--- src/rtl/alu_issue_decoder.sv ---
// MIPS ALU-subset decoder feeding a 2-entry issue FIFO toward the ALU stage.
// Decode is combinational on instr_i; decoded fields are buffered at accept.
module alu_issue_decoder (
  input  logic        clk_i,
  input  logic        rst_i,
  input  logic [31:0] instr_i,
  input  logic        instr_valid_i,
  output logic        instr_ready_o,
  output logic        valid_o,
  input  logic        ready_i,
  output logic [3:0]  ctrl_o,
  output logic [4:0]  shamt_o,
  output logic [31:0] imm_o,
  output logic        alu_src_o,
  output logic        reg_write_o,
  output logic        branch_o,
  output logic        illegal_o,
  output logic [7:0]  illegal_cnt_o
);

  localparam logic [1:0] CNT_EMPTY = 2'd0;
  localparam logic [1:0] CNT_FULL  = 2'd2;

  localparam logic [3:0] CTRL_AND     = 4'd0;
  localparam logic [3:0] CTRL_OR      = 4'd1;
  localparam logic [3:0] CTRL_ADDU    = 4'd2;
  localparam logic [3:0] CTRL_SRAV    = 4'd3;
  localparam logic [3:0] CTRL_BEQ     = 4'd4;
  localparam logic [3:0] CTRL_SLTIU   = 4'd5;
  localparam logic [3:0] CTRL_SUBU    = 4'd6;
  localparam logic [3:0] CTRL_SLT     = 4'd7;
  localparam logic [3:0] CTRL_ADDI    = 4'd8;
  localparam logic [3:0] CTRL_ORI     = 4'd9;
  localparam logic [3:0] CTRL_BNE     = 4'd10;
  localparam logic [3:0] CTRL_SRA     = 4'd13;
  localparam logic [3:0] CTRL_LUI     = 4'd14;
  localparam logic [3:0] CTRL_ILLEGAL = 4'd15;

  typedef struct packed {
    logic [3:0]  ctrl;
    logic [4:0]  shamt;
    logic [31:0] imm;
    logic        alu_src;
    logic        reg_write;
    logic        branch;
    logic        illegal;
  } entry_t;

  logic [5:0]  opcode;
  logic [5:0]  funct;
  logic [31:0] imm_sext;
  logic [31:0] imm_zext;
  logic [3:0]  r_ctrl;
  logic        r_ok;
  entry_t      dec;

  // Register-specifier fields are consumed downstream, not here.
  logic        unused_fields;

  assign opcode        = instr_i[31:26];
  assign funct         = instr_i[5:0];
  assign imm_sext      = {{16{instr_i[15]}}, instr_i[15:0]};
  assign imm_zext      = {16'h0000, instr_i[15:0]};
  assign unused_fields = ^instr_i[25:16];

  always_comb begin
    r_ok   = 1'b1;
    r_ctrl = CTRL_ILLEGAL;
    case (funct)
      6'h24:   r_ctrl = CTRL_AND;
      6'h25:   r_ctrl = CTRL_OR;
      6'h21:   r_ctrl = CTRL_ADDU;
      6'h07:   r_ctrl = CTRL_SRAV;
      6'h23:   r_ctrl = CTRL_SUBU;
      6'h2A:   r_ctrl = CTRL_SLT;
      6'h03:   r_ctrl = CTRL_SRA;
      default: r_ok   = 1'b0;
    endcase
  end

  // Default is the illegal encoding; each legal opcode overrides it.
  always_comb begin
    dec           = '0;
    dec.shamt     = instr_i[10:6];
    dec.ctrl      = CTRL_ILLEGAL;
    dec.illegal   = 1'b1;
    case (opcode)
      6'h00: begin
        if (r_ok) begin
          dec.ctrl      = r_ctrl;
          dec.reg_write = 1'b1;
          dec.illegal   = 1'b0;
        end
      end
      6'h04: begin
        dec.ctrl    = CTRL_BEQ;
        dec.imm     = imm_sext;
        dec.branch  = 1'b1;
        dec.illegal = 1'b0;
      end
      6'h05: begin
        dec.ctrl    = CTRL_BNE;
        dec.imm     = imm_sext;
        dec.branch  = 1'b1;
        dec.illegal = 1'b0;
      end
      6'h08: begin
        dec.ctrl      = CTRL_ADDI;
        dec.imm       = imm_sext;
        dec.alu_src   = 1'b1;
        dec.reg_write = 1'b1;
        dec.illegal   = 1'b0;
      end
      6'h0B: begin
        dec.ctrl      = CTRL_SLTIU;
        dec.imm       = imm_sext;
        dec.alu_src   = 1'b1;
        dec.reg_write = 1'b1;
        dec.illegal   = 1'b0;
      end
      6'h0D: begin
        dec.ctrl      = CTRL_ORI;
        dec.imm       = imm_zext;
        dec.alu_src   = 1'b1;
        dec.reg_write = 1'b1;
        dec.illegal   = 1'b0;
      end
      6'h0F: begin
        dec.ctrl      = CTRL_LUI;
        dec.imm       = imm_zext;
        dec.alu_src   = 1'b1;
        dec.reg_write = 1'b1;
        dec.illegal   = 1'b0;
      end
      default: ;
    endcase
  end

  // Handshakes: a beat transfers on a rising edge where valid and ready are
  // both high. Upstream: instr_valid_i/instr_ready_o (ready from registered
  // count only). Downstream: valid_o/ready_i; head outputs hold while stalled.
  entry_t     fifo_mem [2];
  logic       wr_ptr;
  logic       rd_ptr;
  logic [1:0] count;
  logic [7:0] illegal_cnt;
  logic       push;
  logic       pop;
  entry_t     head;

  assign instr_ready_o = (count != CNT_FULL);
  assign valid_o       = (count != CNT_EMPTY);
  assign push          = instr_valid_i && instr_ready_o;
  assign pop           = valid_o && ready_i;

  always_ff @(posedge clk_i) begin
    if (push) begin
      fifo_mem[wr_ptr] <= dec;
    end
  end

  always_ff @(posedge clk_i) begin
    if (!rst_i) begin
      wr_ptr      <= 1'b0;
      rd_ptr      <= 1'b0;
      count       <= CNT_EMPTY;
      illegal_cnt <= 8'd0;
    end else begin
      if (push) begin
        wr_ptr <= wr_ptr + 1'b1;
      end
      if (pop) begin
        rd_ptr <= rd_ptr + 1'b1;
      end
      if (push && !pop) begin
        count <= count + 2'd1;
      end else if (pop && !push) begin
        count <= count - 2'd1;
      end
      if (push && dec.illegal && (illegal_cnt != 8'hFF)) begin
        illegal_cnt <= illegal_cnt + 8'd1;
      end
    end
  end

  // Empty FIFO presents all-zero fields so reset state is clean without
  // having to clear the storage array.
  assign head          = valid_o ? fifo_mem[rd_ptr] : '0;
  assign ctrl_o        = head.ctrl;
  assign shamt_o       = head.shamt;
  assign imm_o         = head.imm;
  assign alu_src_o     = head.alu_src;
  assign reg_write_o   = head.reg_write;
  assign branch_o      = head.branch;
  assign illegal_o     = head.illegal;
  assign illegal_cnt_o = illegal_cnt;

endmodule

--- config.mk ---
export PLATFORM = sky130hd
export DESIGN_NAME = alu_issue_decoder
export DESIGN_NICKNAME = d
export VERILOG_FILES = /design/src/rtl/alu_issue_decoder.sv
export SDC_FILE = /design/constraint.sdc
export NUM_CORES = 1
export LEC_CHECK = 0
export CAP_MARGIN = 15
export CORE_MARGIN = 3
export CORE_UTILIZATION = 40
export CTS_CLUSTER_SIZE = 24
export DETAILED_ROUTE_END_ITERATION = 8
export PLACE_DENSITY = 0.68
export SYNTH_ARGS = -nofsm -noshare
export SYNTH_HDL_FRONTEND = slang
export SYNTH_SLANG_ARGS = --single-unit
--- constraint.sdc ---
create_clock -name clk_i -period 4.4 [get_ports clk_i]
set_clock_uncertainty 0.2 [all_clocks]
set_input_delay 0.66 -clock clk_i [delete_from_list [all_inputs] [get_ports clk_i]]
set_output_delay 0.66 -clock clk_i [all_outputs]
set_load 0.005 [all_outputs]
* Yosys cells after proc, flatten, opt, wreduce, memory -nomap -nowiden *
Memory sizes are Yosys's and may differ from the RTL's. A register that Yosys moved wholly into a read port is not among the register bits.
Cells that the tools add are included.

operators by class
  add/sub/neg operators = 5
  mux-type cells = 18
  reductions and logical operators = 17
  equality and inequality tests = 15

operators by type and width
  cell                 number
  $pmux 32 s2          1
  $pmux 4 s7           2
  $mux 45              1
  $eq 6x6->1 const B   5
  $eq 6x4->1 const B   4
  $eq 6x3->1 const B   3
  $mux 1               9
  $add 8x1->8 const B  1
  $ne 8x8->1 const B   1
  $reduce_or 4->1      2
  $reduce_or 7->1      1
  $eq 6x2->1 const B   1
  $logic_and 1x1->1    6
  $logic_not 6->1      1
  $reduce_or 6->1      1
  $mux 2               2
  $mux 4               1
  $pmux 1 s2           2
  $reduce_bool 2->1    2
  $reduce_or 2->1      2
  $add 1x1->1 const B  2
  $add 2x1->2 const B  1
  $logic_not 1->1      2
  $ne 2x2->1 const B   1
  $sub 2x1->2 const B  1

storage, ports and cells
  bits of input ports = 36
  register bits = 12
  output and inout port bits = 55
  logic and storage cells = 60
  memories kept = 1
  bits in writable memories = 90

memories
  name      words  bits a word  rd ports  clocked after memory_dff  wr ports  line  RTL
  fifo_mem  2      45           1         1                         1         142   entry_t fifo_mem [2];

* Longest topological paths before layout *
  word-level depth = 7
  gate-level depth with buffers = 7
  mapped depth without buffers = 7

* Least setup slack after synthesis *
No wires, ideal clock.

  kind = input to register
  start point = input port instr_valid_i
  end point = memory fifo_mem[0][0] (netlist name), enable pin
  arrival = 2,045 ps
  path buffers = 0
  slack = 1,736 ps
  library setup time = 418 ps
  data required time = 3,782 ps
  stages = 2
  path through = nand2_1 -> nor2_1

on the way
  cells in the longest elaborated chain, start to end = 3

RTL lines
  what                          line  RTL
  from (decl)                   7     input logic instr_valid_i,
  $logic_and 1x1->1             153   assign push = instr_valid_i && instr_ready_o;
  $mux 1                        157   if (push) begin
  $mux 1 (not written as such)  158   fifo_mem[wr_ptr] <= dec;
  to (decl)                     142

Every way passes these cells.

* Final worst setup path *
  start point = register count[0]
  end point = output port imm_o[31]

on the way
  cells in the longest elaborated chain, start to end = 2

RTL lines
  what                    line  RTL
  from (decl)             145   logic [1:0] count;
  from (signal assigned)  176   count <= count + 2'd1;
  from (signal assigned)  178   count <= count - 2'd1;
  $reduce_bool 2->1       152   assign valid_o = (count != CNT_EMPTY);
  $mux 45                 188   assign head = valid_o ? fifo_mem[rd_ptr] : '0;
  to (decl)               13    output logic [31:0] imm_o,

Every way passes these cells.

==> metrics.md <==
| Metric | Value |
|---|---|
| Share of layout cells above drive strength 1 | under 10% |
| # resized after CTS | 0 |
| Dpl cell area | 4290 sq um |
| Crit path max-delay cell type | nor2_1 |
| Port Buf Inserts | 80 |
| Mapped Cells | between 200 and 300 |
| Drt total wl | between 6 and 7 mm |
| End of the worst hold path | illegal_cnt_o[5]$_SDFFE_PN0P_ |
| Worst Setup End Kind | primary output |
| Synth cell types | 43 |
| Max Freq | 317 MHz |
| Drt pass-1 iters | 4 |
| Clock Latency Late Sink | around 330 ps |
| Reg-to-Reg Start | count[0]$_SDFFE_PN0P_ |
| Fin. Hold Viols | 0 |
| Seq cells post-synth | 73 |
| Worst slew margin | 42.0% |
| Crit share post-route | 71.8% |
| Syn_area_per_cell | 11.9 sq um |
| CTS Buf Count | 9 |
| R2r setup slk | 2140 ps |
| Setup repair bufs after CTS | 0 |
| Clock transition at path regs | ~70 ps |
| Setup TNS | 0 ps |
| Power Dens Cells | 492 nW/um^2 |
| Final net count | 398 |
| DIE AREA | 9940 sq um |
| Hold_sp | illegal_cnt_o[5]$_SDFFE_PN0P_ |
| Most used DFF post-synth | edfxtp_1 |
| Reg2Reg Depth | 6 |
| Worst VDD drop | approximately 190 uV |
| Row cnt | 33 |
| Post-synth EDFFs | 60 |
| Async S/R FF share, synth | 0% |
| Startpoint Class | register |
| Register area | 2060 sq um |
| Die Width | 99.7 microns |
| GR Overflow Total | 0 |
| Hold Crit Depth | 2 |
| CTS H-tree depth | 3 |
| Largest net degree at the start of global routing | 31 |
| RR Endpoint | count[1]$_SDFFE_PN0P_ |
| N_diodes | 0 |
| Hold buffers post-CTS | 0 |
| Crit path kind | register to primary output |
| Die H | 99.7 microns |
| WL/cell | about 15 microns |
| Max Transition Viols Final | 0 |
| DRC Markers | 0 |
| # IOs | 91 |
| Leak | 1.52 nW |
| Critical Path RT | 3540 ps |
| TritonCTS clock tree | yes |
| Finished Cell Area | 4470 sq um |
| Fin util | 53.3% |
| Max Buffers Root-to-Sink | 2 |
| CP peak stage delay | 710 ps |
| ANT nets after route | 0 |
| Iter 0 DRT Violations | 95 |
| Vias in the first global route | 2274 |
| Final setup fails | 0 |
| Crit path max fanout | 17 |
| Max-cap violations | 0 |
| Multi-input gate area | 1250 sq um |
| Slew @ Worst Pin | 867 ps |
| Global-route wire length before repair | between 10 and 15 mm |
| Area Overhead vs Synth | 27.2% |
| Worst Path Arrival | roughly 2300 ps |
| Syn nets | 333 |
| Starting Density | 41.9% |
| Root Buffer | clkbuf_8 |
| Initial antenna violation count | 0 |
| Post-DP HPWL | 4.71 mm |
| Fillers | between 700 and 800 |
| Clk sink count | 73 |
| RSZ-0062 raised after global routing | false |
| Synth warn | 0 |
| Status | finished, final reports clean |
| Routed vias/inst | 5.08 |
| Total Routing Usage GR | 14.4% |
| Min cycle time layout | 3160 ps |
| Core area | 8380 sq um |
| Cell Area, Synth | 3510 sq um |
| Seq/Total Area, Yosys | 58.7% |
| HP Class | register to register |
| Critical path cell sequence | nor2_2, nor2_1, clkdlybuf4s50_1 |
| Via count | roughly 2400 |
| Routability-driven placement congestion ratio | around 0.74 |
==> cells in the final DEF, fill, tap and decap left out, types with 2 or more instances in the layout <==
master	instances
clkdlybuf4s50_1	80
edfxtp_1	60
mux2i_1	39
nor2_1	35
and2_1	21
nand2_1	18
dfxtp_1	12
nand2b_1	11
clkbuf_8	11
a21oi_1	6
nor3_1	5
nor4_1	5
buf_4	5
o21ai_0	4
nand3_1	4
and3_1	4
inv_1	3
or3_1	3
a21boi_0	3
nor2_2	2
nor4b_1	2
or2_2	2
xor2_1	2
a211o_1	2
o22ai_1	2
xnor2_1	2
ha_1	2
clkbuf_1	2
==> worst max path at each step <==
stage | start | to | slack [ps] | cells after the start
6_report | count[0]$_SDFFE_PN0P_ | imm_o[31] | 1240 | 3
5_1_grt | count[0]$_SDFFE_PN0P_ | imm_o[20] | 1000 | 3
4_1_cts | count[0]$_SDFFE_PN0P_ | imm_o[16] | 1170 | 3
3_5_place_dp | instr_i[26] | fifo_mem[1][41]$_DFFE_PP_ | 1110 | 7
3_3_place_gp | instr_i[26] | fifo_mem[0][41]$_DFFE_PP_ | 1140 | 7
2_1_floorplan | instr_valid_i | fifo_mem[0][0]$_DFFE_PP_ | 1740 | 2
==> per-layer routing <==
layer | part of all wire, % | GRT usage, %
met1 | 44 | 19.0
met2 | 49 | 23.2
met3 | 5.1 | 3.09
met4 | 1.5 | 5.36
met5 | 0 | 0
==> where the power goes <==
part	switching, mW	internal (mW)
Combinational	0.377	0.476
Sequential	0.0342	0.846
Clock	0.230	0.233
==> metrics by stage <==
step                      power (mW)  std cells  hold WS (ps)  setup slack (ps)
after global placement          1.76        454           269              1140
after CTS                       2.24        470           286              1170
after detailed placement        1.77        454           276              1110
after global routing            2.35        470           320               996
after floorplan                 1.35        295           267              1740
final                           2.20        470           283              1240
==> Yosys cell counts (2+ instances only) <==
cell / count / area share, %
inv_1: 3 / 0.32
or2_2: 2 / 0.36
xor2_1: 2 / 0.50
buf_6: 2 / 0.64
nor3_1: 5 / 0.71
xnor2_1: 2 / 0.50
and2_1: 21 / 3.7
nand3_1: 4 / 0.57
nor4_1: 5 / 0.89
buf_2: 2 / 0.29
nor4b_1: 2 / 0.50
edfxtp_1: 60 / 51
o22ai_1: 2 / 0.36
nand2_1: 18 / 1.9
buf_1: 2 / 0.21
and3_1: 4 / 0.71
nand2b_1: 11 / 2.0
o21ai_0: 4 / 0.57
nor2_1: 37 / 4.0
dfxtp_1: 13 / 7.4
ha_1: 2 / 0.71
a21boi_0: 3 / 0.64
buf_4: 16 / 3.4
or3_1: 3 / 0.53
mux2i_1: 39 / 11
a21oi_1: 6 / 0.86
clkbuf_1: 7 / 0.75
a211o_1: 2 / 0.50
clkbuf_2: 2 / 0.29
==> registers in the layout (all words and copies together), names as in the netlist, named ones only <==
name           count
illegal_cnt_o      8
count              2
wr_ptr             1
fifo_mem          60
rd_ptr             1
==> worst max-delay path, delay by kind of cell, from the launching register on <==
kind / cells / cell delay, ps
buffers and inverters: 1 / 660
DFF: 1 / 410
and+or+nand+nor: 2 / 890
==> cells by family after synthesis <==
group | synth area share [%]
AND/OR/NAND/NOR | 17.7
flip-flops | 58.7
multiplexers | 11.4
buffers and inverters | 5.92
AO/OA/AOI/OAI | 4.46
XOR/XNOR | 0.998
adder cells (fa/ha/maj) | 0.713
==> area by class of cell <==
type / instances / area share, %
clock inverter: 3 / 0.364
inverter: 3 / 0.252
sequential: 73 / 46.2
clock buffer: 13 / 3.56
tap: 105 / 2.94
timing repair buffer: 85 / 18.8
multi-input combinational: 188 / 27.9
(Power assumes the default switching activity.)
